## src/rtl/stopwatch_lapbuf_if.sv

```systemverilog
// Command, preset, lap-readback and status bundle between the APB register file
// and the stopwatch core.
interface stopwatch_lapbuf_if #(
    parameter int LAP_AW = 4
);
    logic              iTICK;
    logic              iSTART;
    logic              iSTOP;
    logic              iCLEAR;
    logic              iLAP;
    logic              iLOAD;
    logic              iMODE;
    logic [25:0]       iLOAD_TIME;
    logic [LAP_AW-1:0] iRD_ADDR;
    logic [25:0]       oRD_DATA;
    logic [25:0]       oTIME;
    logic [LAP_AW-1:0] oLAP_WR_ADDR;
    logic [LAP_AW:0]   oLAP_CNT;
    logic              oRUNNING;
    logic              oEXPIRED;
    logic              oOVF;
    logic              oMODE;

    modport master (
        output iTICK, iSTART, iSTOP, iCLEAR, iLAP, iLOAD, iMODE, iLOAD_TIME, iRD_ADDR,
        input  oRD_DATA, oTIME, oLAP_WR_ADDR, oLAP_CNT, oRUNNING, oEXPIRED, oOVF, oMODE
    );

    modport slave (
        input  iTICK, iSTART, iSTOP, iCLEAR, iLAP, iLOAD, iMODE, iLOAD_TIME, iRD_ADDR,
        output oRD_DATA, oTIME, oLAP_WR_ADDR, oLAP_CNT, oRUNNING, oEXPIRED, oOVF, oMODE
    );
endinterface

```

## src/rtl/stopwatch_lapbuf.sv

```systemverilog
// Up/down stopwatch in 10 ms steps with a circular lap snapshot memory and a
// registered lap readback port.
module stopwatch_lapbuf #(
    parameter int LAP_DEPTH = 10,
    parameter int LAP_AW    = 4,
    parameter int HOUR_MAX  = 99
) (
    input logic               iPCLK,
    input logic               iRESET,
    stopwatch_lapbuf_if.slave bus
);
    typedef enum logic [1:0] {
        ST_IDLE    = 2'd0,
        ST_RUN     = 2'd1,
        ST_STOP    = 2'd2,
        ST_EXPIRED = 2'd3
    } state_t;

    typedef struct packed {
        logic [6:0] hour;
        logic [5:0] min;
        logic [5:0] sec;
        logic [6:0] sub;
    } time_t;

    localparam int                MEM_N      = 1 << LAP_AW;
    localparam logic [6:0]        HOUR_MAX_C = 7'(HOUR_MAX);
    localparam logic [LAP_AW-1:0] LAST_PTR   = LAP_AW'(LAP_DEPTH - 1);
    localparam logic [LAP_AW:0]   DEPTH_CNT  = (LAP_AW + 1)'(LAP_DEPTH);

    state_t            state_r, state_nx_s;
    time_t             time_r, time_nx_s;
    logic              mode_r, mode_nx_s;
    logic              ovf_r, ovf_nx_s;
    logic              running_r, expired_r;
    logic [LAP_AW-1:0] ptr_r, ptr_nx_s;
    logic [LAP_AW:0]   cnt_r, cnt_nx_s;
    logic              lap_we_s;
    logic [26:0]       inc_s;
    time_t             dec_s;
    logic [25:0]       mem_r [MEM_N];
    logic [25:0]       rd_data_r;

    function automatic time_t clamp_time(input time_t t);
        time_t r;
        if (t.sub > 7'd99) r.sub = 7'd99; else r.sub = t.sub;
        if (t.sec > 6'd59) r.sec = 6'd59; else r.sec = t.sec;
        if (t.min > 6'd59) r.min = 6'd59; else r.min = t.min;
        if (t.hour > HOUR_MAX_C) r.hour = HOUR_MAX_C; else r.hour = t.hour;
        return r;
    endfunction

    // Result bit 26 flags the wrap past HOUR_MAX:59:59.99.
    function automatic logic [26:0] inc_time(input time_t t);
        time_t r;
        logic  wrap;
        r    = t;
        wrap = 1'b0;
        if (t.sub != 7'd99) begin
            r.sub = t.sub + 7'd1;
        end else begin
            r.sub = 7'd0;
            if (t.sec != 6'd59) begin
                r.sec = t.sec + 6'd1;
            end else begin
                r.sec = 6'd0;
                if (t.min != 6'd59) begin
                    r.min = t.min + 6'd1;
                end else begin
                    r.min = 6'd0;
                    if (t.hour < HOUR_MAX_C) begin
                        r.hour = t.hour + 7'd1;
                    end else begin
                        r.hour = 7'd0;
                        wrap   = 1'b1;
                    end
                end
            end
        end
        return {wrap, r};
    endfunction

    function automatic time_t dec_time(input time_t t);
        time_t r;
        r = t;
        if (t.sub != 7'd0) begin
            r.sub = t.sub - 7'd1;
        end else begin
            r.sub = 7'd99;
            if (t.sec != 6'd0) begin
                r.sec = t.sec - 6'd1;
            end else begin
                r.sec = 6'd59;
                if (t.min != 6'd0) begin
                    r.min = t.min - 6'd1;
                end else begin
                    r.min = 6'd59;
                    if (t.hour != 7'd0) r.hour = t.hour - 7'd1; else r.hour = 7'd0;
                end
            end
        end
        return r;
    endfunction

    // Next-state, time update and lap pointer bookkeeping.
    always_comb begin
        state_nx_s = state_r;
        time_nx_s  = time_r;
        mode_nx_s  = mode_r;
        ovf_nx_s   = ovf_r;
        ptr_nx_s   = ptr_r;
        cnt_nx_s   = cnt_r;
        lap_we_s   = 1'b0;
        inc_s      = inc_time(time_r);
        dec_s      = dec_time(time_r);
        if (bus.iCLEAR) begin
            state_nx_s = ST_IDLE;
            time_nx_s  = '0;
            ptr_nx_s   = '0;
            cnt_nx_s   = '0;
            ovf_nx_s   = 1'b0;
        end else begin
            case (state_r)
                ST_IDLE, ST_STOP: begin
                    if (bus.iLOAD) time_nx_s = clamp_time(bus.iLOAD_TIME);
                    else           time_nx_s = time_r;
                    if (bus.iSTOP) begin
                        state_nx_s = state_r;
                    end else if (bus.iSTART) begin
                        mode_nx_s = bus.iMODE;
                        // A countdown started from zero has nothing to count.
                        if (bus.iMODE && (time_r == '0)) begin
                            state_nx_s = ST_EXPIRED;
                            time_nx_s  = '0;
                        end else begin
                            state_nx_s = ST_RUN;
                        end
                    end else begin
                        state_nx_s = state_r;
                    end
                end
                ST_RUN: begin
                    if (bus.iSTOP) state_nx_s = ST_STOP;
                    else           state_nx_s = ST_RUN;
                    if (!bus.iTICK) begin
                        time_nx_s = time_r;
                    end else if (!mode_r) begin
                        time_nx_s = inc_s[25:0];
                        ovf_nx_s  = ovf_r | inc_s[26];
                    end else if ((time_r == '0) || (dec_s == '0)) begin
                        time_nx_s  = '0;
                        state_nx_s = ST_EXPIRED;
                    end else begin
                        time_nx_s = dec_s;
                    end
                end
                ST_EXPIRED: begin
                    time_nx_s = '0;
                end
                default: begin
                    state_nx_s = ST_IDLE;
                    time_nx_s  = '0;
                end
            endcase
            if (bus.iLAP && ((state_r == ST_RUN) || (state_r == ST_STOP))) begin
                lap_we_s = 1'b1;
                ptr_nx_s = (ptr_r == LAST_PTR) ? '0 : ptr_r + LAP_AW'(1);
                cnt_nx_s = (cnt_r == DEPTH_CNT) ? cnt_r : cnt_r + (LAP_AW + 1)'(1);
            end else begin
                lap_we_s = 1'b0;
            end
        end
    end

    // State, time and status registers.
    always_ff @(posedge iPCLK or posedge iRESET) begin
        if (iRESET) begin
            state_r   <= ST_IDLE;
            time_r    <= '0;
            mode_r    <= 1'b0;
            ovf_r     <= 1'b0;
            ptr_r     <= '0;
            cnt_r     <= '0;
            running_r <= 1'b0;
            expired_r <= 1'b0;
        end else begin
            state_r   <= state_nx_s;
            time_r    <= time_nx_s;
            mode_r    <= mode_nx_s;
            ovf_r     <= ovf_nx_s;
            ptr_r     <= ptr_nx_s;
            cnt_r     <= cnt_nx_s;
            running_r <= (state_nx_s == ST_RUN);
            expired_r <= (state_nx_s == ST_EXPIRED);
        end
    end

    // Lap memory; a same-cycle read of the written slot returns the old entry.
    always_ff @(posedge iPCLK or posedge iRESET) begin
        if (iRESET) begin
            for (int i = 0; i < MEM_N; i++) mem_r[i] <= '0;
            rd_data_r <= '0;
        end else begin
            if (lap_we_s) mem_r[ptr_r] <= time_r;
            rd_data_r <= ({1'b0, bus.iRD_ADDR} < DEPTH_CNT) ? mem_r[bus.iRD_ADDR] : 26'd0;
        end
    end

    assign bus.oTIME        = time_r;
    assign bus.oRD_DATA     = rd_data_r;
    assign bus.oLAP_WR_ADDR = ptr_r;
    assign bus.oLAP_CNT     = cnt_r;
    assign bus.oRUNNING     = running_r;
    assign bus.oEXPIRED     = expired_r;
    assign bus.oOVF         = ovf_r;
    assign bus.oMODE        = mode_r;
endmodule

```

## src/flat_wrapper.sv

```systemverilog
// flat-port wrapper written by rule: the top's interface ports become plain ports
module stopwatch_lapbuf_flat 
#(
    parameter int LAP_DEPTH = 10,
    parameter int LAP_AW    = 4,
    parameter int HOUR_MAX  = 99
)
  (iPCLK, iRESET, bus_iTICK, bus_iSTART, bus_iSTOP, bus_iCLEAR, bus_iLAP, bus_iLOAD, bus_iMODE, bus_iLOAD_TIME, bus_iRD_ADDR, bus_oRD_DATA, bus_oTIME, bus_oLAP_WR_ADDR, bus_oLAP_CNT, bus_oRUNNING, bus_oEXPIRED, bus_oOVF, bus_oMODE);
  stopwatch_lapbuf_if #(.LAP_AW(LAP_AW)) bus_i ();
  input logic iPCLK;
  input logic iRESET;
  input wire logic [$bits(bus_i.iTICK)-1:0] bus_iTICK;
  input wire logic [$bits(bus_i.iSTART)-1:0] bus_iSTART;
  input wire logic [$bits(bus_i.iSTOP)-1:0] bus_iSTOP;
  input wire logic [$bits(bus_i.iCLEAR)-1:0] bus_iCLEAR;
  input wire logic [$bits(bus_i.iLAP)-1:0] bus_iLAP;
  input wire logic [$bits(bus_i.iLOAD)-1:0] bus_iLOAD;
  input wire logic [$bits(bus_i.iMODE)-1:0] bus_iMODE;
  input wire logic [$bits(bus_i.iLOAD_TIME)-1:0] bus_iLOAD_TIME;
  input wire logic [$bits(bus_i.iRD_ADDR)-1:0] bus_iRD_ADDR;
  output wire logic [$bits(bus_i.oRD_DATA)-1:0] bus_oRD_DATA;
  output wire logic [$bits(bus_i.oTIME)-1:0] bus_oTIME;
  output wire logic [$bits(bus_i.oLAP_WR_ADDR)-1:0] bus_oLAP_WR_ADDR;
  output wire logic [$bits(bus_i.oLAP_CNT)-1:0] bus_oLAP_CNT;
  output wire logic [$bits(bus_i.oRUNNING)-1:0] bus_oRUNNING;
  output wire logic [$bits(bus_i.oEXPIRED)-1:0] bus_oEXPIRED;
  output wire logic [$bits(bus_i.oOVF)-1:0] bus_oOVF;
  output wire logic [$bits(bus_i.oMODE)-1:0] bus_oMODE;
  assign bus_i.iTICK = bus_iTICK;
  assign bus_i.iSTART = bus_iSTART;
  assign bus_i.iSTOP = bus_iSTOP;
  assign bus_i.iCLEAR = bus_iCLEAR;
  assign bus_i.iLAP = bus_iLAP;
  assign bus_i.iLOAD = bus_iLOAD;
  assign bus_i.iMODE = bus_iMODE;
  assign bus_i.iLOAD_TIME = bus_iLOAD_TIME;
  assign bus_i.iRD_ADDR = bus_iRD_ADDR;
  assign bus_oRD_DATA = bus_i.oRD_DATA;
  assign bus_oTIME = bus_i.oTIME;
  assign bus_oLAP_WR_ADDR = bus_i.oLAP_WR_ADDR;
  assign bus_oLAP_CNT = bus_i.oLAP_CNT;
  assign bus_oRUNNING = bus_i.oRUNNING;
  assign bus_oEXPIRED = bus_i.oEXPIRED;
  assign bus_oOVF = bus_i.oOVF;
  assign bus_oMODE = bus_i.oMODE;
  stopwatch_lapbuf #(.LAP_DEPTH(LAP_DEPTH), .LAP_AW(LAP_AW), .HOUR_MAX(HOUR_MAX)) u_core (.iPCLK(iPCLK), .iRESET(iRESET), .bus(bus_i));
endmodule
```

## config.mk

```make
export PLATFORM = sky130hd
export DESIGN_NAME = stopwatch_lapbuf_flat
export DESIGN_NICKNAME = d
export VERILOG_FILES = /design/src/rtl/stopwatch_lapbuf_if.sv /design/src/rtl/stopwatch_lapbuf.sv /design/src/flat_wrapper.sv
export SDC_FILE = /design/constraint.sdc
export NUM_CORES = 1
export LEC_CHECK = 0
export BUFFER_PORTS_ARGS = -buffer_cell sky130_fd_sc_hd__buf_2
export CAP_MARGIN = 20
export CORE_MARGIN = 2
export CORE_UTILIZATION = 56
export CTS_BUF_LIST = sky130_fd_sc_hd__clkbuf_4 sky130_fd_sc_hd__clkbuf_8
export CTS_CLUSTER_SIZE = 25
export DETAILED_ROUTE_END_ITERATION = 6
export HOLD_SLACK_MARGIN = 0.12
export PLACE_DENSITY = 0.82
export SETUP_SLACK_MARGIN = 0.4
export SYNTH_ARGS = -nofsm -noshare
export SYNTH_HDL_FRONTEND = slang
export SYNTH_SLANG_ARGS = --single-unit
```

## constraint.sdc

```tcl
create_clock -name iPCLK -period 23.7 [get_ports iPCLK]
set_input_delay 2.37 -clock iPCLK [delete_from_list [all_inputs] [get_ports iPCLK]]
set_output_delay 2.37 -clock iPCLK [all_outputs]
set_load 0.05 [all_outputs]
```

==> flow_summary_export.csv <==
group,metric,value,unit
outcome,outcome,"finished, final reports clean",
yosys,ys_warn_count,0,
cells_and_area,drive_gt1_share,32.9,%
floorplan,fp.dieArea,30600,sq um
clock_network,path_clk_slew,60,ps
floorplan,placementRows,62,
place,place_congestion,0.910,
power,ir_drop,0.0000463,V
clock_network,hold_buffers,0,
drt,first_pass_iters,6,
sta,timing.hold.ws,477,ps
sta,hold_viol_final,0,
drt,wl_per_cell,23.3,um
global_route,grt_max_degree,109,
yosys,netlist.area_leader.share,50.0,%
power,p_int,919,uW
floorplan,die_h,175,um
sta,setup_tns,0,ps
sta,rsz0062_at_grt,"false",
clock_network,cts_htree_levels,2,
yosys,synthTopCellsByArea,"dfrtp_1, mux2_2, mux4_2",
floorplan,core_region_area,28800,sq um
drt,vias,12400,
setup_path,cp-endpoint,"u_core.bus.oTIME[25]",
global_route,antenna_found_initial,0,
yosys,yosysTopAreaCell,"dfrtp_1",
yosys,ys_types,83,
yosys,ys_seq_elements,327,
global_route,grt_pass1_wl,71200,um
setup_path,startpoint,"u_core.bus.oTIME[1]",
power,leakage,0.00849,uW
place,hpwl,27900,um
clock_network,cts_buffers,53,
clock_network,cts_setup_buffers,0,
setup_path,timing.rr.end,"u_core.bus.oTIME[25]",
yosys,synthCells,1461,
setup_path,endpoint_kind,"register",
drt,wl,45000,um
cells_and_area,antenna_cells,0,
sta,final_max_slew_viol_count,0,
floorplan,die_w,175,um
power,power_density,69.8,nW/um^2
power,p_sw_share,28.0,%
drt,via_per_inst,6.40,
sta,finClkSkew,19.7,ps
yosys,async_flop_share,100,%
setup_path,rr_worst_depth,10,
sta,slew_headroom,27.6,%
clock_network,cts_tree,"done",
clock_network,cts.repair.resized,0,
sta,fin_crit,4670,ps
yosys,synth_area_per_cell,11.2,sq um
power,clockPowerShare,41.6,%
global_route,gr-usage-all-layers,29.9,%
setup_path,crit_type,"register to register",
global_route,grt_overflow,0,
run,drv_cap,0,
cells_and_area,area_growth,11.6,%
sta,fmax,0.214,GHz
yosys,synth_edf_count,0,
cells_and_area,final_nets,1566,
power,combPwrFrac,12.2,%
floorplan,initial_utilization,56.9,%
clock_network,tritoncts_num_sinks,327,
floorplan,ios,104,
setup_path,timing.rr.start,"u_core.bus.oTIME[1]",
sta,tightest_slew,1080,ps
setup_path,crit_required,24150,ps
setup_path,cp_max_fo,15,
power,p_sw,357,uW
yosys,syn_nets,1517,
clock_network,cts-root-buf,"clkbuf_8",
place,portBuffers,103,
worst_hold_path,hold_path_class,"register to register",
yosys,yosysSeqAreaShare,50.0,%
drt,antenna_left,0,
setup_path,rrSetupSlack,19030,ps
global_route,grt_pass1_vias,12600,
sta,finalCritPeriodShare,19.7,%
clock_network,clock_latency,600,ps
yosys,syn_area,16400,sq um
drt,initialDrtViolationCount,1227,
sta,setup_viol,0,
setup_path,start_kind,"register",
yosys,synth_ff_type,"dfrtp_1",
power,pwr-share-seq,46.2,%
setup_path,crit_arrival,5110,ps
drt,drcViolationCount,0,
clock_network,clockBufferDepth,3,
[layer usage]
layer	track usage, %	up-vias	wire (um)
met5	0	-	0
met1	40.7	6277	18200
li1	-	5381	-
met2	48.3	585	21600
met4	12.7	0	1840
met3	4.61	128	3380
[Yosys cell counts, types with 5 or more instances]
| master | number |
|---|---|
| a21oi_1 | 33 |
| a22oi_1 | 33 |
| a31oi_1 | 9 |
| and3_1 | 8 |
| buf_1 | 6 |
| buf_2 | 5 |
| clkbuf_1 | 124 |
| clkinv_1 | 5 |
| dfrtp_1 | 327 |
| ha_1 | 17 |
| inv_1 | 22 |
| mux2_2 | 203 |
| mux2i_1 | 7 |
| mux4_2 | 52 |
| nand2_1 | 168 |
| nand2b_1 | 6 |
| nand3_1 | 20 |
| nand4_1 | 17 |
| nor2_1 | 58 |
| nor2b_1 | 10 |
| nor3_1 | 24 |
| nor4_1 | 5 |
| o211ai_1 | 7 |
| o21ai_0 | 160 |
| o21ai_1 | 7 |
| o221ai_1 | 5 |
| o22ai_1 | 16 |
| xnor2_1 | 9 |
| xor2_1 | 8 |
[registers in the layout (all words and copies together) (netlist names)]
register / cells
u_core.bus.oRD_DATA: 26
u_core.state_r: 2
u_core.bus.oLAP_WR_ADDR: 4
u_core.bus.oEXPIRED: 1
u_core.bus.oMODE: 1
u_core.mem_r: 260
u_core.bus.oOVF: 1
u_core.bus.oRUNNING: 1
u_core.bus.oLAP_CNT: 5
u_core.bus.oTIME: 26
[kinds of logic after synthesis]
| family | synth area share, % |
|---|---|
| AO/OA/AOI/OAI | 11.7 |
| flip-flops | 50.0 |
| adder cells (fa/ha/maj) | 1.30 |
| buffers and inverters | 3.89 |
| AND/OR/NAND/NOR | 10.6 |
| multiplexers | 21.6 |
| XOR/XNOR | 0.909 |
[final cells by class]
type                       instances  area (sq um)
tap                              384           480
clock buffer                      79           993
multi-input combinational        969          7580
fill                            2181         10500
timing repair buffer             131           752
clock inverter                    14           168
sequential                       327          8180
inverter                          28           113
[cells in the final DEF (no fill, tap or decap), types with 4 or more instances in the layout]
cell type / count
nand2_1: 167
clkinv_2: 6
o21ai_0: 160
xnor2_1: 9
o22ai_1: 16
and3_1: 8
a32oi_1: 4
a31oi_1: 9
mux4_2: 52
mux2_2: 203
xor2_1: 8
or3_1: 4
a22oi_1: 33
mux2i_1: 7
inv_1: 21
nand3_1: 20
nor2b_1: 9
o211ai_1: 7
clkbuf_4: 15
nor3_1: 23
nand4_1: 17
clkinv_1: 5
buf_2: 102
nand2b_1: 6
a21oi_1: 33
nor2_1: 54
nor2_2: 5
and2_1: 4
dfrtp_1: 327
buf_4: 27
o221ai_1: 5
o21ai_1: 7
clkbuf_8: 64
nor3b_1: 4
nor4_1: 5
ha_1: 17
[worst max-delay path: stages (launching register included)]
cell and delay (ps):
dfrtp_1 580, inv_1 360, ha_1 350, nor4b_4 650, nand4_1 570, o31a_1 510
or4_4 510, nor4_4 370, a21oi_4 230, a41oi_2 240, o221ai_1 140
[stage by stage]
step	cell area (sq um)	worst slack (ps)	util [%]	power, uW	cells
after detailed placement	17100	18830	59.3	750	1838
after CTS	18200	19160	63.4	1280	1931
final	18300	19030	63.5	1280	1932
after global routing	18300	18740	63.5	1320	1932
after global placement	17100	18900	59.3	746	1837
after floorplan	16400	12280	-	703	1461
[worst min path at each step]
| stage | startpoint | cells after the start | endpoint | slack [ps] |
|---|---|---|---|---|
| finish | u_core.mem_r[164] | 2 | u_core.mem_r[164] | 480 |
| global route | u_core.mem_r[258] | 2 | u_core.mem_r[258] | 500 |
| CTS | u_core.mem_r[341] | 2 | u_core.mem_r[341] | 480 |
| detailed placement | u_core.mem_r[341] | 2 | u_core.mem_r[341] | 470 |
| global placement | u_core.mem_r[284] | 2 | u_core.mem_r[284] | 460 |
| floorplan | u_core.mem_r[234] | 2 | u_core.mem_r[234] | 440 |
[power groups by stage]
stage / clock (uW) / sequential, uW / combinational, uW
after floorplan: 0 / 603 / 100
after global routing: 562 / 591 / 166
after global placement: 0 / 598 / 148
final: 531 / 590 / 155
after detailed placement: 0 / 599 / 152
after CTS: 536 / 589 / 153
Power figures use the tool's default switching activity.
